**src/rtl/regfile_write_scheduler_pkg.sv**
```systemverilog
// Shared types and constants for the register file write scheduler.
// Pure declarations, no logic or latency of its own.
// No flow control here; the grant logic lives in the top level.
package regfileSchedPkg;

  localparam int RF_NUM_REGS     = 32;
  localparam int RF_ADDR_W       = 5;
  localparam int RF_DATA_W       = 32;
  localparam int NUM_WRITE_PORTS = 2;

  // One register file write port request.
  typedef struct packed {
    logic                 we;
    logic [RF_ADDR_W-1:0] addr;
    logic [RF_DATA_W-1:0] data;
  } writeReq;

  // Round-robin owner between the two out-of-band writers.
  typedef enum logic {
    RR_LSU = 1'b0,
    RR_MDU = 1'b1
  } rrOwner;

  // One-hot decode of a register address into a scoreboard mask.
  function automatic logic [RF_NUM_REGS-1:0] regOnehot(input logic [RF_ADDR_W-1:0] addr);
    logic [RF_NUM_REGS-1:0] v;
    v       = '0;
    v[addr] = 1'b1;
    return v;
  endfunction

endpackage

```
**src/rtl/regfile_write_scheduler_if.sv**
```systemverilog
// Bundle of all decode/issue, writer and register file signals of the scheduler.
// Wiring only, zero latency.
// lsuReady/mduReady are the only backpressure signals; the core path has none.
interface regfile_write_scheduler_if
  import regfileSchedPkg::*;
#(
  parameter int NUM_REGS = RF_NUM_REGS,
  parameter int ADDR_W   = RF_ADDR_W,
  parameter int DATA_W   = RF_DATA_W
);
  logic              exceptionPending;
  logic              coreWeA;
  logic              coreWeB;
  logic [ADDR_W-1:0] coreAddrA;
  logic [ADDR_W-1:0] coreAddrB;
  logic [DATA_W-1:0] coreDataA;
  logic [DATA_W-1:0] coreDataB;
  logic              issueLsu;
  logic [ADDR_W-1:0] issueLsuAddr;
  logic              issueMdu;
  logic              issueMduHiEn;
  logic [ADDR_W-1:0] issueMduLo;
  logic [ADDR_W-1:0] issueMduHi;
  logic              lsuValid;
  logic [ADDR_W-1:0] lsuAddr;
  logic [DATA_W-1:0] lsuData;
  logic              lsuReady;
  logic              mduValid;
  logic              mduHiEn;
  logic [ADDR_W-1:0] mduAddrLo;
  logic [ADDR_W-1:0] mduAddrHi;
  logic [DATA_W-1:0] mduDataLo;
  logic [DATA_W-1:0] mduDataHi;
  logic              mduReady;
  logic              readEnA;
  logic              readEnB;
  logic [ADDR_W-1:0] readAddrA;
  logic [ADDR_W-1:0] readAddrB;
  logic              destEn;
  logic [ADDR_W-1:0] destAddr;
  logic              stall;
  logic              rfWeA;
  logic              rfWeB;
  logic [ADDR_W-1:0] rfAddrA;
  logic [ADDR_W-1:0] rfAddrB;
  logic [DATA_W-1:0] rfDataA;
  logic [DATA_W-1:0] rfDataB;
  logic [NUM_REGS-1:0] busyMask;

  modport master (
    output exceptionPending, coreWeA, coreWeB, coreAddrA, coreAddrB, coreDataA, coreDataB,
    output issueLsu, issueLsuAddr, issueMdu, issueMduHiEn, issueMduLo, issueMduHi,
    output lsuValid, lsuAddr, lsuData, mduValid, mduHiEn, mduAddrLo, mduAddrHi, mduDataLo, mduDataHi,
    output readEnA, readEnB, readAddrA, readAddrB, destEn, destAddr,
    input  lsuReady, mduReady, stall, rfWeA, rfWeB, rfAddrA, rfAddrB, rfDataA, rfDataB, busyMask
  );

  modport slave (
    input  exceptionPending, coreWeA, coreWeB, coreAddrA, coreAddrB, coreDataA, coreDataB,
    input  issueLsu, issueLsuAddr, issueMdu, issueMduHiEn, issueMduLo, issueMduHi,
    input  lsuValid, lsuAddr, lsuData, mduValid, mduHiEn, mduAddrLo, mduAddrHi, mduDataLo, mduDataHi,
    input  readEnA, readEnB, readAddrA, readAddrB, destEn, destAddr,
    output lsuReady, mduReady, stall, rfWeA, rfWeB, rfAddrA, rfAddrB, rfDataA, rfDataB, busyMask
  );
endinterface

```
**src/rtl/regfile_write_scheduler_scoreboard.sv**
```systemverilog
// Busy scoreboard for registers with an outstanding LSU/MDU write, plus hazard lookup.
// Masks take effect on the next edge; stall is combinational from registered state (no bypass).
// No handshake; set/clear masks are applied unconditionally every edge.
module regfile_scoreboard #(
  parameter int NUM_REGS = 32,
  parameter int ADDR_W   = 5
) (
  input  logic                clk,
  input  logic                reset,
  input  logic [NUM_REGS-1:0] clr_mask,
  input  logic [NUM_REGS-1:0] set_mask,
  input  logic                rd_en_a,
  input  logic [ADDR_W-1:0]   rd_addr_a,
  input  logic                rd_en_b,
  input  logic [ADDR_W-1:0]   rd_addr_b,
  input  logic                dest_en,
  input  logic [ADDR_W-1:0]   dest_addr,
  output logic [NUM_REGS-1:0] busy,
  output logic                stall
);

  logic [NUM_REGS-1:0] busy_q;

  // Clear completed writes first, then set new issues so a same-cycle issue keeps the bit busy.
  always_ff @(posedge clk or negedge reset) begin
    if (!reset) busy_q <= '0;
    else        busy_q <= (busy_q & ~clr_mask) | set_mask;
  end

  // Three-way hazard lookup against the registered busy bits only.
  always_comb begin
    stall = (rd_en_a && busy_q[rd_addr_a]) ||
            (rd_en_b && busy_q[rd_addr_b]) ||
            (dest_en && busy_q[dest_addr]);
  end

  assign busy = busy_q;

endmodule

```
**src/rtl/regfile_write_scheduler.sv**
```systemverilog
// Allocates the two register file write ports between core writeback, LSU and MDU.
// Zero-latency combinational grant; granted writes land on the same edge.
// Core is never backpressured; LSU/MDU hold their request until ready, RR on contention.
module regfile_write_scheduler
  import regfileSchedPkg::*;
#(
  parameter int NUM_REGS = RF_NUM_REGS,
  parameter int ADDR_W   = RF_ADDR_W,
  parameter int DATA_W   = RF_DATA_W
) (
  input  logic                      clk,
  input  logic                      reset,
  regfile_write_scheduler_if.slave  bus
);

  logic                       core_a;
  logic                       core_b;
  logic [NUM_WRITE_PORTS-1:0] port_free;
  logic [1:0]                 free_cnt;
  logic                       lsu_fit;
  logic                       mdu_fit;
  logic                       both_fit;
  logic                       contend;
  logic                       lsu_gnt;
  logic                       mdu_gnt;
  logic                       lsu_ok;
  logic                       mdu_ok;
  logic                       rr_advance;
  rrOwner                     rr_q;
  writeReq                    port_a;
  writeReq                    port_b;
  logic [NUM_REGS-1:0]        clr_mask;
  logic [NUM_REGS-1:0]        set_mask;

  // Port accounting and grant decision: core first, then LSU/MDU by fit and round-robin.
  always_comb begin
    core_a    = bus.coreWeA && !bus.exceptionPending;
    core_b    = bus.coreWeB && !bus.exceptionPending;
    port_free = {!core_b, !core_a};
    free_cnt  = 2'($countones(port_free));
    lsu_fit   = bus.lsuValid && (free_cnt >= 2'd1);
    mdu_fit   = bus.mduValid && (free_cnt >= (bus.mduHiEn ? 2'd2 : 2'd1));
    // Only one combination satisfies both: two free ports and a single-write MDU.
    both_fit  = bus.lsuValid && bus.mduValid && (free_cnt == 2'd2) && !bus.mduHiEn;
    contend   = bus.lsuValid && bus.mduValid && !both_fit;
    lsu_gnt   = 1'b0;
    mdu_gnt   = 1'b0;
    if (both_fit) begin
      lsu_gnt = 1'b1;
      mdu_gnt = 1'b1;
    end else if (contend) begin
      // Favoured requester wins if it fits; otherwise the other one may still use the free port.
      if (rr_q == RR_LSU) begin
        lsu_gnt = lsu_fit;
        mdu_gnt = !lsu_fit && mdu_fit;
      end else begin
        mdu_gnt = mdu_fit;
        lsu_gnt = !mdu_fit && lsu_fit;
      end
    end else begin
      lsu_gnt = lsu_fit;
      mdu_gnt = mdu_fit;
    end
    lsu_ok     = reset && lsu_gnt;
    mdu_ok     = reset && mdu_gnt;
    rr_advance = contend && (((rr_q == RR_LSU) && lsu_gnt) || ((rr_q == RR_MDU) && mdu_gnt));
  end

  // Steer granted writes onto ports: LSU takes A if free, MDU pair is Lo->A/Hi->B.
  always_comb begin
    port_a.we   = core_a;
    port_a.addr = bus.coreAddrA;
    port_a.data = bus.coreDataA;
    port_b.we   = core_b;
    port_b.addr = bus.coreAddrB;
    port_b.data = bus.coreDataB;
    if (lsu_gnt) begin
      if (!core_a) begin
        port_a.we   = 1'b1;
        port_a.addr = bus.lsuAddr;
        port_a.data = bus.lsuData;
      end else begin
        port_b.we   = 1'b1;
        port_b.addr = bus.lsuAddr;
        port_b.data = bus.lsuData;
      end
    end
    if (mdu_gnt) begin
      if (bus.mduHiEn) begin
        port_a.we   = 1'b1;
        port_a.addr = bus.mduAddrLo;
        port_a.data = bus.mduDataLo;
        port_b.we   = 1'b1;
        port_b.addr = bus.mduAddrHi;
        port_b.data = bus.mduDataHi;
      end else if (core_a || lsu_gnt) begin
        port_b.we   = 1'b1;
        port_b.addr = bus.mduAddrLo;
        port_b.data = bus.mduDataLo;
      end else begin
        port_a.we   = 1'b1;
        port_a.addr = bus.mduAddrLo;
        port_a.data = bus.mduDataLo;
      end
    end
  end

  // Scoreboard updates: completed LSU/MDU writes clear, new issues set; core writes never touch it.
  always_comb begin
    clr_mask = '0;
    set_mask = '0;
    if (lsu_ok)                 clr_mask = clr_mask | regOnehot(bus.lsuAddr);
    if (mdu_ok)                 clr_mask = clr_mask | regOnehot(bus.mduAddrLo);
    if (mdu_ok && bus.mduHiEn)  clr_mask = clr_mask | regOnehot(bus.mduAddrHi);
    if (bus.issueLsu)           set_mask = set_mask | regOnehot(bus.issueLsuAddr);
    if (bus.issueMdu)           set_mask = set_mask | regOnehot(bus.issueMduLo);
    if (bus.issueMdu && bus.issueMduHiEn) set_mask = set_mask | regOnehot(bus.issueMduHi);
  end

  // Round-robin pointer flips only after the favoured side won an actual contention.
  always_ff @(posedge clk or negedge reset) begin
    if (!reset)          rr_q <= RR_LSU;
    else if (rr_advance) rr_q <= (rr_q == RR_LSU) ? RR_MDU : RR_LSU;
  end

  regfile_scoreboard #(
    .NUM_REGS (NUM_REGS),
    .ADDR_W   (ADDR_W)
  ) u_scoreboard (
    .clk       (clk),
    .reset     (reset),
    .clr_mask  (clr_mask),
    .set_mask  (set_mask),
    .rd_en_a   (bus.readEnA),
    .rd_addr_a (bus.readAddrA),
    .rd_en_b   (bus.readEnB),
    .rd_addr_b (bus.readAddrB),
    .dest_en   (bus.destEn),
    .dest_addr (bus.destAddr),
    .busy      (bus.busyMask),
    .stall     (bus.stall)
  );

  // Output drive; write enables and readies are held low while reset is asserted.
  always_comb begin
    bus.rfWeA    = reset && port_a.we;
    bus.rfAddrA  = port_a.addr;
    bus.rfDataA  = port_a.data;
    bus.rfWeB    = reset && port_b.we;
    bus.rfAddrB  = port_b.addr;
    bus.rfDataB  = port_b.data;
    bus.lsuReady = lsu_ok;
    bus.mduReady = mdu_ok;
  end

endmodule

```
**src/flat_wrapper.sv**
```systemverilog
// flat-port wrapper written by rule: the top's interface ports become plain ports
module regfile_write_scheduler_flat import regfileSchedPkg::*;
#(
  parameter int NUM_REGS = RF_NUM_REGS,
  parameter int ADDR_W   = RF_ADDR_W,
  parameter int DATA_W   = RF_DATA_W
)
  (clk, reset, bus_exceptionPending, bus_coreWeA, bus_coreWeB, bus_coreAddrA, bus_coreAddrB, bus_coreDataA, bus_coreDataB, bus_issueLsu, bus_issueLsuAddr, bus_issueMdu, bus_issueMduHiEn, bus_issueMduLo, bus_issueMduHi, bus_lsuValid, bus_lsuAddr, bus_lsuData, bus_mduValid, bus_mduHiEn, bus_mduAddrLo, bus_mduAddrHi, bus_mduDataLo, bus_mduDataHi, bus_readEnA, bus_readEnB, bus_readAddrA, bus_readAddrB, bus_destEn, bus_destAddr, bus_lsuReady, bus_mduReady, bus_stall, bus_rfWeA, bus_rfWeB, bus_rfAddrA, bus_rfAddrB, bus_rfDataA, bus_rfDataB, bus_busyMask);
  regfile_write_scheduler_if #(.NUM_REGS(NUM_REGS), .ADDR_W(ADDR_W), .DATA_W(DATA_W)) bus_i ();
  input  logic clk;
  input  logic reset;
  input wire logic [$bits(bus_i.exceptionPending)-1:0] bus_exceptionPending;
  input wire logic [$bits(bus_i.coreWeA)-1:0] bus_coreWeA;
  input wire logic [$bits(bus_i.coreWeB)-1:0] bus_coreWeB;
  input wire logic [$bits(bus_i.coreAddrA)-1:0] bus_coreAddrA;
  input wire logic [$bits(bus_i.coreAddrB)-1:0] bus_coreAddrB;
  input wire logic [$bits(bus_i.coreDataA)-1:0] bus_coreDataA;
  input wire logic [$bits(bus_i.coreDataB)-1:0] bus_coreDataB;
  input wire logic [$bits(bus_i.issueLsu)-1:0] bus_issueLsu;
  input wire logic [$bits(bus_i.issueLsuAddr)-1:0] bus_issueLsuAddr;
  input wire logic [$bits(bus_i.issueMdu)-1:0] bus_issueMdu;
  input wire logic [$bits(bus_i.issueMduHiEn)-1:0] bus_issueMduHiEn;
  input wire logic [$bits(bus_i.issueMduLo)-1:0] bus_issueMduLo;
  input wire logic [$bits(bus_i.issueMduHi)-1:0] bus_issueMduHi;
  input wire logic [$bits(bus_i.lsuValid)-1:0] bus_lsuValid;
  input wire logic [$bits(bus_i.lsuAddr)-1:0] bus_lsuAddr;
  input wire logic [$bits(bus_i.lsuData)-1:0] bus_lsuData;
  input wire logic [$bits(bus_i.mduValid)-1:0] bus_mduValid;
  input wire logic [$bits(bus_i.mduHiEn)-1:0] bus_mduHiEn;
  input wire logic [$bits(bus_i.mduAddrLo)-1:0] bus_mduAddrLo;
  input wire logic [$bits(bus_i.mduAddrHi)-1:0] bus_mduAddrHi;
  input wire logic [$bits(bus_i.mduDataLo)-1:0] bus_mduDataLo;
  input wire logic [$bits(bus_i.mduDataHi)-1:0] bus_mduDataHi;
  input wire logic [$bits(bus_i.readEnA)-1:0] bus_readEnA;
  input wire logic [$bits(bus_i.readEnB)-1:0] bus_readEnB;
  input wire logic [$bits(bus_i.readAddrA)-1:0] bus_readAddrA;
  input wire logic [$bits(bus_i.readAddrB)-1:0] bus_readAddrB;
  input wire logic [$bits(bus_i.destEn)-1:0] bus_destEn;
  input wire logic [$bits(bus_i.destAddr)-1:0] bus_destAddr;
  output wire logic [$bits(bus_i.lsuReady)-1:0] bus_lsuReady;
  output wire logic [$bits(bus_i.mduReady)-1:0] bus_mduReady;
  output wire logic [$bits(bus_i.stall)-1:0] bus_stall;
  output wire logic [$bits(bus_i.rfWeA)-1:0] bus_rfWeA;
  output wire logic [$bits(bus_i.rfWeB)-1:0] bus_rfWeB;
  output wire logic [$bits(bus_i.rfAddrA)-1:0] bus_rfAddrA;
  output wire logic [$bits(bus_i.rfAddrB)-1:0] bus_rfAddrB;
  output wire logic [$bits(bus_i.rfDataA)-1:0] bus_rfDataA;
  output wire logic [$bits(bus_i.rfDataB)-1:0] bus_rfDataB;
  output wire logic [$bits(bus_i.busyMask)-1:0] bus_busyMask;
  assign bus_i.exceptionPending = bus_exceptionPending;
  assign bus_i.coreWeA = bus_coreWeA;
  assign bus_i.coreWeB = bus_coreWeB;
  assign bus_i.coreAddrA = bus_coreAddrA;
  assign bus_i.coreAddrB = bus_coreAddrB;
  assign bus_i.coreDataA = bus_coreDataA;
  assign bus_i.coreDataB = bus_coreDataB;
  assign bus_i.issueLsu = bus_issueLsu;
  assign bus_i.issueLsuAddr = bus_issueLsuAddr;
  assign bus_i.issueMdu = bus_issueMdu;
  assign bus_i.issueMduHiEn = bus_issueMduHiEn;
  assign bus_i.issueMduLo = bus_issueMduLo;
  assign bus_i.issueMduHi = bus_issueMduHi;
  assign bus_i.lsuValid = bus_lsuValid;
  assign bus_i.lsuAddr = bus_lsuAddr;
  assign bus_i.lsuData = bus_lsuData;
  assign bus_i.mduValid = bus_mduValid;
  assign bus_i.mduHiEn = bus_mduHiEn;
  assign bus_i.mduAddrLo = bus_mduAddrLo;
  assign bus_i.mduAddrHi = bus_mduAddrHi;
  assign bus_i.mduDataLo = bus_mduDataLo;
  assign bus_i.mduDataHi = bus_mduDataHi;
  assign bus_i.readEnA = bus_readEnA;
  assign bus_i.readEnB = bus_readEnB;
  assign bus_i.readAddrA = bus_readAddrA;
  assign bus_i.readAddrB = bus_readAddrB;
  assign bus_i.destEn = bus_destEn;
  assign bus_i.destAddr = bus_destAddr;
  assign bus_lsuReady = bus_i.lsuReady;
  assign bus_mduReady = bus_i.mduReady;
  assign bus_stall = bus_i.stall;
  assign bus_rfWeA = bus_i.rfWeA;
  assign bus_rfWeB = bus_i.rfWeB;
  assign bus_rfAddrA = bus_i.rfAddrA;
  assign bus_rfAddrB = bus_i.rfAddrB;
  assign bus_rfDataA = bus_i.rfDataA;
  assign bus_rfDataB = bus_i.rfDataB;
  assign bus_busyMask = bus_i.busyMask;
  regfile_write_scheduler #(.NUM_REGS(NUM_REGS), .ADDR_W(ADDR_W), .DATA_W(DATA_W)) u_core (.clk(clk), .reset(reset), .bus(bus_i));
endmodule
```
**config.mk**
```make
export PLATFORM = sky130hd
export DESIGN_NAME = regfile_write_scheduler_flat
export DESIGN_NICKNAME = d
export VERILOG_FILES = /design/src/rtl/regfile_write_scheduler_pkg.sv /design/src/rtl/regfile_write_scheduler_if.sv /design/src/rtl/regfile_write_scheduler_scoreboard.sv /design/src/rtl/regfile_write_scheduler.sv /design/src/flat_wrapper.sv
export SDC_FILE = /design/constraint.sdc
export NUM_CORES = 1
export LEC_CHECK = 0
export ABC_CLOCK_PERIOD_IN_PS = 4500
export BUFFER_PORTS_ARGS = -buffer_cell sky130_fd_sc_hd__clkbuf_2
export CORE_AREA = 2 2 133 135
export DETAILED_ROUTE_END_ITERATION = 6
export DIE_AREA = 0 0 135 137
export GPL_ROUTABILITY_DRIVEN = 0
export GPL_TIMING_DRIVEN = 0
export HOLD_SLACK_MARGIN = 0.1
export PLACE_DENSITY = 0.65
export REMOVE_ABC_BUFFERS = 1
export SLEW_MARGIN = 20
export SYNTH_ARGS = -nofsm -noshare
export SYNTH_HDL_FRONTEND = slang
export SYNTH_SLANG_ARGS = --single-unit
export TNS_END_PERCENT = 1
```
**constraint.sdc**
```tcl
create_clock -name clk -period 4.5 [get_ports clk]
set_clock_uncertainty 0.2 [all_clocks]
set_input_delay 0.9 -clock clk [delete_from_list [all_inputs] [get_ports clk]]
set_output_delay 0.9 -clock clk [all_outputs]
set_load 0.03 [all_outputs]
```
# Word level (Yosys, flattened, before mapping)

Index checks and enable logic that the tools add are counted.

Add/sub/neg operators: 1
$lt $le $gt $ge: 17
Equal/unequal tests: 1
Muxes and demuxes: 42
Bitwise operators: 8
Reductions and logical operators: 39

Operators with widths:

| cell                                                               | number |
|---|---|
| two-way mux 38 bit                                                 | 9 |
| two-way mux 32 bit                                                 | 6 |
| OR 32 bit                                                          | 5 |
| less-than comparator 5 x 6 -> 1 bit (second input constant)        | 9 |
| two-way mux 37 bit                                                 | 1 |
| AND 32 bit                                                         | 1 |
| inverter 32 bit                                                    | 1 |
| demux 1 bit (select 5 bit)                                         | 6 |
| greater-or-equal comparator 5 x 1 -> 1 bit (second input constant) | 6 |
| logical AND 1 bit                                                  | 28 |
| two-way mux 1 bit                                                  | 16 |
| binary-select mux 1 bit (select 5 bit)                             | 3 |
| zero test 1 bit                                                    | 7 |
| logical OR 1 bit                                                   | 4 |
| adder 1 x 1 -> 2 bit                                               | 1 |
| equality test 2 bit (second input constant)                        | 1 |
| greater-or-equal comparator 2 x 1 -> 1 bit (second input constant) | 1 |
| greater-or-equal comparator 2 bit                                  | 1 |
| two-way mux 2 bit                                                  | 1 |
| inverter 1 bit                                                     | 1 |

Flip-flop bits (word level): 33
Input port bits: 229
Logic and storage cells: 110

# Longest topological paths before layout

Gate-level depths: netlist of run 1.

Depth after elaboration: 20
Gate-level depth with buffers: 13
Mapped depth without buffers: 11

# Modules after synthesis

Synthesis of run 1 repeated with hierarchy kept, for this count alone.

Cell total of the unflattened synthesis: 672
Area total of the unflattened synthesis: 5719.2 um2

By module, submodules not included:

| module                  | instances | cells an instance | area an instance (um2) |
|---|---|---|---|
| regfile_write_scheduler | 1         | 528               | 3786.1 |
| regfile_scoreboard      | 1         | 144               | 1933.1 |

# Worst setup path after synthesis of run 1

No wires, ideal clock.

Path type: input to output
Start point: input port bus_coreWeA
End point: output port bus_rfAddrB[0]
Arrival: 3.532 ns
Data required time: 3.400 ns
Setup slack: -0.132 ns
Stages on the path: 12
Cell sequence: nor2b_1 inv_1 ha_1 inv_1 ha_1 nand2b_1 a21oi_2 o31ai_1 a21oi_1 nand2_1 buf_2 o221ai_1

Word-level cells in the longest chain between the ends: 14
Elaborated cells on any way between the ends: 28
Those cells by class: add/sub: 1; order compare: 2; eq/ne: 1; mux: 11; reduce/logical: 13

RTL lines:

| what                                                                     | RTL line                                                     | text |
|---|---|---|
| from (decl)                                                              | flat_wrapper.sv:13                                           | `input wire logic [$bits(bus_i.coreWeA)-1:0] bus_coreWeA;` |
| logical AND 1 bit *                                                      | regfile_write_scheduler.sv:37                                | `core_a = bus.coreWeA && !bus.exceptionPending;` |
| zero test 1 bit                                                          | regfile_write_scheduler.sv:39                                | `port_free = {!core_b, !core_a};` |
| adder 1 x 1 -> 2 bit (implied by the code)                               | regfile_write_scheduler.sv:40                                | `free_cnt = 2'($countones(port_free));` |
| greater-or-equal comparator 2 bit or equality test 2 bit (tied branches) | regfile_write_scheduler.sv:42, regfile_write_scheduler.sv:44 |  |
| logical AND 1 bit, on equally long branches                              | regfile_write_scheduler.sv:42, regfile_write_scheduler.sv:44 |  |
| zero test 1 bit or logical AND 1 bit (tied branches)                     | regfile_write_scheduler.sv:58, regfile_write_scheduler.sv:44 |  |
| logical AND 1 bit or zero test 1 bit (tied branches)                     | regfile_write_scheduler.sv:58, regfile_write_scheduler.sv:45 |  |
| two-way mux 1 bit or logical AND 1 bit (tied branches)                   | regfile_write_scheduler.sv:53, regfile_write_scheduler.sv:45 |  |
| two-way mux 1 bit                                                        | regfile_write_scheduler.sv:51                                | `end else if (contend) begin` |
| two-way mux 1 bit                                                        | regfile_write_scheduler.sv:48                                | `if (both_fit) begin` |
| two-way mux 38 bit or logical OR 1 bit (tied branches)                   | regfile_write_scheduler.sv:77, regfile_write_scheduler.sv:96 |  |
| two-way mux 38 bit                                                       | regfile_write_scheduler.sv:96                                | `end else if (core_a \|\| lsu_gnt) begin` |
| two-way mux 38 bit                                                       | regfile_write_scheduler.sv:89                                | `if (bus.mduHiEn) begin` |
| two-way mux 38 bit *                                                     | regfile_write_scheduler.sv:88                                | `if (mdu_gnt) begin` |
| to (decl)                                                                | flat_wrapper.sv:46                                           | `output wire logic [$bits(bus_i.rfAddrB)-1:0] bus_rfAddrB;` |

Mark *: on every way between the ends. The rest lies on a longest branch, timed or not.

# Worst setup path in the final report of run 1

Start point: input port bus_exceptionPending
End point: output port bus_rfAddrA[3]

Word-level cells in the longest chain between the ends: 15
Elaborated cells on any way between the ends: 31
Those cells by class: add/sub: 1; order compare: 2; eq/ne: 1; mux: 11; reduce/logical: 16

RTL lines:

| what                                                                     | RTL line                                                     | text |
|---|---|---|
| from (decl)                                                              | flat_wrapper.sv:12                                           | `input wire logic [$bits(bus_i.exceptionPending)-1:0] bus_exceptionPending;` |
| zero test 1 bit *                                                        | regfile_write_scheduler.sv:37, regfile_write_scheduler.sv:38 |  |
| logical AND 1 bit, on equally long branches                              | regfile_write_scheduler.sv:37, regfile_write_scheduler.sv:38 |  |
| zero test 1 bit                                                          | regfile_write_scheduler.sv:39                                |  |
| adder 1 x 1 -> 2 bit (implied by the code)                               | regfile_write_scheduler.sv:40                                |  |
| greater-or-equal comparator 2 bit or equality test 2 bit (tied branches) | regfile_write_scheduler.sv:42, regfile_write_scheduler.sv:44 |  |
| logical AND 1 bit, on equally long branches                              | regfile_write_scheduler.sv:42, regfile_write_scheduler.sv:44 |  |
| zero test 1 bit or logical AND 1 bit (tied branches)                     | regfile_write_scheduler.sv:58, regfile_write_scheduler.sv:44 |  |
| logical AND 1 bit or zero test 1 bit (tied branches)                     | regfile_write_scheduler.sv:58, regfile_write_scheduler.sv:45 |  |
| two-way mux 1 bit or logical AND 1 bit (tied branches)                   | regfile_write_scheduler.sv:53, regfile_write_scheduler.sv:45 |  |
| two-way mux 1 bit                                                        | regfile_write_scheduler.sv:51                                |  |
| two-way mux 1 bit                                                        | regfile_write_scheduler.sv:48                                |  |
| two-way mux 38 bit or logical OR 1 bit (tied branches)                   | regfile_write_scheduler.sv:77, regfile_write_scheduler.sv:96 |  |
| two-way mux 38 bit                                                       | regfile_write_scheduler.sv:96                                |  |
| two-way mux 38 bit                                                       | regfile_write_scheduler.sv:89                                |  |
| two-way mux 38 bit *                                                     | regfile_write_scheduler.sv:88                                |  |
| to (decl)                                                                | flat_wrapper.sv:45                                           | `output wire logic [$bits(bus_i.rfAddrA)-1:0] bus_rfAddrA;` |

Marks and branches as above.

==> results.toml, run 1 <==
[pwr]
vdd_drop_max_mv = 0.214
power_density_mw_per_mm2 = 320
p_comb_share_pct = 64.3
leakagePower_nw = 3.67
power.internal_w = 0.00137
p_switching_w = 0.00128
pwr-share-clk_pct = 14.8
totalPowerFinal_w = 0.00265
power_frac_seq_pct = 20.9
p_sw_share_pct = 48.3

[floorplanning]
initial_core_util_pct = 31.2
dieArea_mm2 = 0.0185
coreArea_mm2 = 0.0171
fp-row-count = 48
die_w_um = 135
boundaryPins = 340
die_h_um = 137

[detailed_routing]
vias_per_cell = 5.99
via_count = 7002
route.detailed.drc = 0
wirelength_um = 30500
dr.pass1.iters = 5
drt_iter0_drc = 752
ant_nets = 0
avgRoutedWirePerCell_um = 26.1

[global_routing]
grt_pass1_wl_um = 43400
antenna_found_initial = 1
grt_usage_pct = 31.6
grt_overflow = 0
grt_pass1_vias = 6684
grt_max_degree = 39

[hold_path]
hp-class = "flop to flop"
hold_start = "u_core.rr_q"

[timing]
setup_viol = 67
final_hold_viol_count = 0
relSlewSlack_pct = 37.0
rsz0062_at_grt = "true"
max_clock_freq_mhz = 213
worst_pin_slew_ns = 0.945
tns_ns = -5.84
period_minus_slack_ns = 4.69
final_max_slew_viol_count = 0
fin_ws_ns = -0.185
finalCritPeriodShare_pct = 104

[place]
portBuffers = 339
placed_cell_area_mm2 = 0.00723
hpwlAfterDp_um = 23700

[worst_setup_path]
critPathArrivalTime_ns = 3.59
crit_path_end_kind = "primary output"
worstSetupEndpoint = "bus_rfAddrA[3]"
r2r_cells = 5
cp-start-kind = "input pin"
criticalPathCategory = "input pin to primary output"
reg2reg_to = "u_core.u_scoreboard.busy[9]"
reg2reg_slack_ns = 2.17
required_ns = 3.40
path_max_fanout = 7
reg2reg_from = "u_core.rr_q"
startpoint = "bus_exceptionPending"

[cts]
clock_latency_ns = 0.28
cts.sinks = 33
numCtsBuffers = 5
clockBufferDepth = 2
holdBufCountCts = 0
tritoncts = "done"
clkTransAtPathRegs_ns = 0.06
root_buffer = "clkbuf_16"
h-tree-depth = 2

[final_layout]
drive_above_1_share_pct = 49.7
final_area_mm2 = 0.00830
final_nets = 1173
final_common_cell = "clkbuf_2"
synthToLayoutAreaGrowth_pct = 55.9
filler_cell_count = 1677
mostFrequentLayoutCells = "264 x clkbuf_2, 98 x mux2i_1, 65 x nand2_1"

[logic_synthesis]
synth_seq_cells = 33
synth.avg_cell_area_um2 = 8.73
synth_warnings = 0
synth_edf_count = 0
synth_area_leader_cell = "mux2i_1"
synthTopCellsByArea = "mux2i_1 21%, dfrtp_1 16%, mux4_2 11%"
synth_top_cell_area_share_pct = 21.1
ys.flop_type = "dfrtp_1"
ys_async_sr_fraction_pct = 100
syn-cell-area_mm2 = 0.00532
yosysSeqAreaShare_pct = 15.5
syn_inst = 610
synth_cell_types = 46

[run]
timing.max_cap.violations = 0

[status]
violations = "setup timing"
status = "complete, but fails checks"
-- power groups by stage --
stage / Clock (W) / Combinational, W / Sequential [W]
after CTS: 0.000392 / 0.00166 / 0.000546
final: 0.000393 / 0.00170 / 0.000555
after global placement: 0 / 0.00146 / 0.000551
after floorplan: 0 / 0.000770 / 0.000659
after detailed placement: 0 / 0.00149 / 0.000550
after global routing: 0.000408 / 0.00179 / 0.000563
-- cell families after synthesis --
group           Yosys count  synth area share [%]
fa+ha+maj                 3                 0.705
buf+inv                  88                  7.57
simple gates            154                  14.6
mux                     144                  33.5
compound gates          188                  28.0
flops                    33                  15.5
-- registers in the layout, summed over array words and instances, names as in the netlist --
name                      flops
u_core.u_scoreboard.busy     32
u_core.rr_q                   1
-- synthesized netlist by cell type, drive strengths merged (8+ instances only) --
| cell | number |
|---|---|
| mux2i | 112 |
| nand2 | 66 |
| o22ai | 62 |
| inv | 43 |
| o221ai | 36 |
| dfrtp | 33 |
| a221o | 32 |
| a22oi | 32 |
| buf | 32 |
| mux4 | 27 |
| nand3 | 18 |
| nor2 | 17 |
| clkbuf | 13 |
| nand3b | 10 |
| nand2b | 8 |
-- cell type report --
type	count	area (µm²)	share of cell area (%)
Inverter	43	168	2.02
Antenna cell	1	2.50	0.0302
Multi-Input combinational cell	494	4480	54.0
Tap cell	225	282	3.39
Clock buffer	5	125	1.51
Timing Repair Buffer	364	2370	28.6
Clock inverter	3	46.3	0.558
Sequential cell	33	826	9.95
-- metrics by stage --
| stage | hold slack (ns) | std cells | worst slack (ns) | util, % |
|---|---|---|---|---|
| floorplan | 0.275 | 565 | -1.19 | - |
| global placement | 0.308 | 1129 | -3.19 | 41.4 |
| detailed placement | 0.304 | 1134 | -1.21 | 42.4 |
| CTS | 0.315 | 1166 | -0.107 | 47.8 |
| global route | 0.351 | 1168 | -0.223 | 48.7 |
| finish | 0.318 | 1168 | -0.185 | 48.7 |
-- worst min-delay path by stage --
stage	to	depth (start not counted)	slack (ns)
global placement	u_core.rr_q	1	0.31
finish	u_core.rr_q	1	0.32
detailed placement	u_core.rr_q	1	0.30
floorplan	u_core.rr_q	1	0.27
CTS	u_core.rr_q	1	0.32
global route	u_core.rr_q	1	0.35
-- layer usage --
layer  track usage (%)  part of all wire, %  vias to the layer above
met4              6.25                  2.4                        0
met2              51.7                   46                      480
met3              7.89                   10                       47
li1                  -                    -                     3145
met5                 0                    0                        -
met1              42.6                   41                     3330
-- critical path, cell delays in order --
cell,delay (ns)
buf_8,0.10
nor2b_4,0.13
clkinvlp_4,0.13
ha_4,0.28
inv_4,0.03
ha_4,0.19
nand2b_4,0.15
a21oi_4,0.28
or3_4,0.28
nand3_4,0.18
buf_8,0.20
mux2i_1,0.13
mux2i_2,0.34
clkbuf_8,0.24
-- repair_timing --
action	CTS	global route
gates cloned	7	0
endpoints found under the setup margin	76	75
resized for setup	112	97
pin swaps	23	17
buffers inserted	17	2
Note: power is estimated with default switching activity, not from simulation.
==> run 2, diff against run 1 <==
- REMOVE_ABC_BUFFERS: 1 -> not set
==> results.toml, run 2 (synthesis gave the netlist of run 1 again) <==
[worst_setup_path]
cp_slowest_cell = "or3_4"
cp-start-kind = "input pin"
crit_path_end_kind = "primary output"
slowest_delay_ns = 0.40
crit_buf_inv = 6
required_ns = 3.40
critPathArrivalTime_ns = 3.49
path_max_fanout = 7
r2r_cells = 5
critical_path.cell_chain = "buf_8 -> nor2b_4 -> inv_2 -> ha_4 -> inv_4 -> ha_4 -> nand2b_4 -> a21oi_4 -> or3_4 -> a22o_4 -> buf_12 -> buf_12 -> mux2i_4 -> o221ai_4 -> buf_8"
criticalPathCategory = "input pin to primary output"
crit_cells = 15
path_delay_family = "buffers and inverters"

[place]
dp_cells = 1164
hpwlAfterDp_um = 21900
placed_cell_area_mm2 = 0.00726
portBuffers = 329

[floorplanning]
die_h_um = 137
initial_core_util_pct = 31.2
coreArea_mm2 = 0.0171
dieArea_mm2 = 0.0185
fp-row-count = 48
boundaryPins = 340
die_w_um = 135

[final_layout]
fin_util_pct = 48.4
fin_cells = 1187
synthToLayoutAreaGrowth_pct = 55.1
drive_above_1_share_pct = 49.1
final_nets = 1192
final_common_cell = "clkbuf_2"
mostFrequentLayoutCells = "278 x clkbuf_2, 102 x mux2i_1, 65 x nand2_1"
largest_reg_flops = 32
final_area_mm2 = 0.00825

[global_routing]
grt_max_degree = 39
grt_overflow = 0
grt_pass1_vias = 6845
antenna_found_initial = 1
grt_pass1_wl_um = 39200
grt_usage_pct = 27.6

[timing]
period_minus_slack_ns = 4.59
rsz0062_at_grt = "true"
max_clock_freq_mhz = 218
fin_ws_ns = -0.0864
setup_viol = 20
worst_pin_slew_ns = 0.929
finalCritPeriodShare_pct = 102
final_hold_viol_count = 0
relSlewSlack_pct = 38.1
final_max_slew_viol_count = 0

[hold_path]
hp-class = "flop to flop"
holdPathStages = 1

[detailed_routing]
route.detailed.drc = 0
drt_iter0_drc = 609
ant_nets = 0
avgRoutedWirePerCell_um = 22.9
vias_per_cell = 5.88
via_count = 6980
dr.pass1.iters = 5
wirelength_um = 27200

[logic_synthesis]
syn_nets = 842

[cts]
tritoncts = "done"
clkTransAtPathRegs_ns = 0.05
clock_latency_ns = 0.28
numCtsBuffers = 5
cts.sinks = 33
root_buffer = "clkbuf_16"
clockBufferDepth = 2
h-tree-depth = 2

[pwr]
power_density_mw_per_mm2 = 302
vdd_drop_max_mv = 0.218
leakagePower_nw = 3.67

[run]
timing.max_cap.violations = 0

[status]
violations = "setup timing"
status = "complete, but fails checks"
run 2: final timing paths:
kind,from,slack [ns],end
worst min register to register,u_core.rr_q,0.31,u_core.rr_q
worst min-delay path,u_core.rr_q,0.31,u_core.rr_q
worst max register to register,u_core.rr_q,2.08,u_core.u_scoreboard.busy[27]
worst max-delay path,bus_exceptionPending,-0.09,bus_rfDataB[24]
min in group asynchronous,reset,0.55,u_core.u_scoreboard.busy[25]
max in group asynchronous,reset,2.97,u_core.rr_q
run 2: repair_timing:
| item | 4_1_cts | 5_1_grt |
|---|---|---|
| setup endpoints to repair | 75 | 74 |
| hold buffers | 0 | 0 |
| resized for setup | 92 | 108 |
| pin swaps | 20 | 22 |
| setup buffers | 8 | 3 |
| endpoints found under the hold margin | 0 | 0 |
| gates cloned | 1 | 2 |
run 2: worst register-to-register path, stage by stage, from the launching register on:
cell	delay (ns)
dfrtp_1	0.38
nand2_1	0.16
o311ai_2	0.61
a21oi_2	0.27
a22oi_1	0.50
a221o_1	0.23
run 2: layout make-up:
class / count / area, µm²
Buffer: 45 / 365
Clock buffer: 5 / 125
Timing Repair Buffer: 343 / 2020
Tap cell: 225 / 282
Inverter: 43 / 164
Fill cell: 1662 / 8800
Sequential cell: 33 / 826
Multi-Input combinational cell: 489 / 4450
Antenna cell: 1 / 2.50
Clock inverter: 3 / 22.5
run 2: per-layer routing:
metal,GRT usage (%),routed length [µm],up-vias,part of all wire (%)
met1,35.8,10700,3327,39
li1,-,-,3176,-
met3,6.33,2900,48,11
met2,46.4,12900,429,47
met5,0,0,-,0
met4,7.47,735,0,2.7
run 2: where the power goes:
| group | internal, W | total (W) | switching (W) |
|---|---|---|---|
| Clock | 0.000204 | 0.000336 | 0.000131 |
| Combinational | 0.000681 | 0.00161 | 0.000930 |
| Sequential | 0.000389 | 0.000549 | 0.000160 |
| Total | 0.00127 | 0.00250 | 0.00122 |
run 2: per-stage QoR:
step	hold WS (ns)	setup slack (ns)	setup TNS, ns	power (W)
floorplan	0.275	-0.132	-6.38	0.00146
global placement	0.302	-0.863	-37.09	0.00197
detailed placement	0.300	-0.842	-36.59	0.00198
CTS	0.311	-0.0453	-0.274	0.00241
global route	0.335	-0.152	-3.86	0.00262
finish	0.313	-0.0864	-0.604	0.00250
==> run 3, diff against run 2 <==
- CORE_AREA: 2 2 133 135 -> 2 2 130 132
- CTS_CLUSTER_SIZE: not set -> 40
- DIE_AREA: 0 0 135 137 -> 0 0 132 134
- PLACE_DENSITY: 0.65 -> 0.7
- SYNTH_HIERARCHICAL: not set -> 1
==> results.toml, run 3 <==
[logic_synthesis]
synthTopCellsByArea = "mux2i_1 27%, dfrtp_1 14%, mux4_2 11%"
synth.avg_cell_area_um2 = 8.51
synth_area_leader_cell = "mux2i_1"
ys.flop_type = "dfrtp_1"
synth_common_cells = "157 x mux2i_1, 55 x nor2_1, 48 x a22oi_1"
syn_nets = 905
synth_cell_types = 48
syn-cell-area_mm2 = 0.00572
synth_warnings = 6
yosysSeqAreaShare_pct = 14.4
synth_top_cell_area_share_pct = 27.5
synth_edf_count = 0
syn_inst = 672
synth_seq_cells = 33
synth_most_common_cell = "mux2i_1"
ys_async_sr_fraction_pct = 100

[place]
pre_cts_ws_ns = -0.743
hpwlAfterDp_um = 23700
placed_cell_area_mm2 = 0.00762
portBuffers = 325

[detailed_routing]
dr.pass1.iters = 6
via_count = 7214
ant_nets = 0
wirelength_met1_um = 11100
wirelength_um = 28000
route.detailed.drc = 0
dr_wl_met3_um = 3110
vias_per_cell = 5.86
drt_iter0_drc = 755
top_layer = "met4"
wl_met2_um = 12800
avgRoutedWirePerCell_um = 22.8

[pwr]
leakagePower_nw = 3.71
vdd_drop_max_mv = 0.182
totalPowerFinal_w = 0.00235
power_density_mw_per_mm2 = 289

[worst_setup_path]
required_ns = 3.40
crit_path_end_kind = "primary output"
reg2reg_from = "u_core/rr_q"
cp_slowest_cell = "a311o_1"
cp-start-kind = "input pin"
critPathArrivalTime_ns = 3.34
path_max_fanout = 6
startpoint = "bus_exceptionPending"
criticalPathCategory = "input pin to primary output"
path_delay_family = "buffers and inverters"
crit_buf_inv = 5
slowest_delay_ns = 0.39
critical_path.cell_chain = "clkbuf_2 -> nor2b_4 -> inv_4 -> fa_2 -> and2_4 -> a311o_1 -> a211oi_2 -> buf_6 -> bufbuf_16 -> mux2i_1 -> a21oi_1 -> clkbuf_8"

[run]
timing.max_cap.violations = 0

[floorplanning]
die_h_um = 134
fp-row-count = 47
die_w_um = 132
dieArea_mm2 = 0.0177
boundaryPins = 340
initial_core_util_pct = 35.1
coreArea_mm2 = 0.0163

[hold_path]
hold_start = "u_core/rr_q"
hp-class = "flop to flop"

[global_routing]
grt_usage_pct = 30.8
grt_pass1_vias = 6987
grt_pass1_wl_um = 41600
grt_overflow = 0
antenna_found_initial = 1
grt_max_degree = 35

[final_layout]
ff_latch_area_um2 = 826
mostFrequentLayoutCells = "308 x clkbuf_2, 143 x mux2i_1, 55 x nor2_1"
final_common_cell = "clkbuf_2"
drive_above_1_share_pct = 42.0
synthToLayoutAreaGrowth_pct = 42.5
filler_cell_count = 1634
multi_input_area_mm2 = 0.00463
final_area_mm2 = 0.00815
final_nets = 1243
largest_reg_flops = 32

[timing]
rsz0062_at_grt = "true"
worst_pin_slew_ns = 0.887
max_clock_freq_mhz = 225
fin_ws_ns = 0.0638
relSlewSlack_pct = 40.9
final_max_slew_viol_count = 0
finalCritPeriodShare_pct = 98.6
final_hold_viol_count = 0
setup_viol = 0
hold_ws_ns = 0.350
period_minus_slack_ns = 4.44

[cts]
numCtsBuffers = 5
holdBufCountCts = 0
cts.sinks = 33
tritoncts = "done"
clock_latency_ns = 0.28
h-tree-depth = 2
clkTransAtPathRegs_ns = 0.05
root_buffer = "clkbuf_16"
clockBufferDepth = 2

[status]
status = "finished, final reports clean"
==> run 3: final cells by class <==
| class | count | area share [%] |
|---|---|---|
| multi-input cells | 552 | 56.9 |
| diodes | 1 | 0.0307 |
| clock buffers | 7 | 1.75 |
| repair buffers | 332 | 22.0 |
| plain buffers | 48 | 4.04 |
| well taps | 220 | 3.38 |
| inverters | 38 | 1.78 |
| flip-flops and latches | 33 | 10.1 |
==> run 3: stage by stage <==
step | TNS [ns] | utilization (%) | cells
floorplan | -3.90 | - | 672
global placement | -29.41 | 46.8 | 1217
detailed placement | -30.57 | 46.8 | 1217
CTS | 0 | 50.0 | 1231
global route | -0.180 | 50.0 | 1231
finish | 0 | 50.0 | 1231
==> run 3: path summary, 6_finish.rpt <==
| check | end | slack (ns) | cells past startpoint |
|---|---|---|---|
| max | bus_rfDataA[23] | 0.06 | 12 |
| min | u_core/rr_q | 0.35 | 1 |
| max reg2reg | u_core/u_scoreboard/busy[10] | 1.88 | 7 |
| min reg2reg | u_core/rr_q | 0.35 | 1 |
| max in group asynchronous | u_core/u_scoreboard/busy[14] | 3.04 | 1 |
| min in group asynchronous | u_core/u_scoreboard/busy[2] | 0.53 | 1 |
==> run 3: cell families (layout without fill, tap and decap cells) <==
logic type,after synthesis,in the layout,share of synthesized area [%]
compound gates,200,200,23.6
fa+ha+maj,4,4,1.01
buf+inv,87,425,7.35
flops,33,33,14.4
mux,186,186,38.5
other cells,0,1,0
simple gates,162,162,15.1
==> run 3: repair_timing <==
item,in CTS,in global routing
gates cloned,1,0
buffers inserted,6,0
pin swaps,4,3
endpoints found under the setup margin,78,51
resized for setup,68,11
==> run 3: metal layers <==
layer	global-route usage [%]	up-vias
met5	0	-
met4	9.66	0
met3	8.31	59
met2	51.0	519
met1	39.1	3379
li1	-	3257
==> run 3: power by group <==
part	switching [W]	total (W)	internal (W)
combinational	0.000890	0.00149	0.000598
clock	0.000115	0.000332	0.000217
sequential	0.000147	0.000534	0.000386
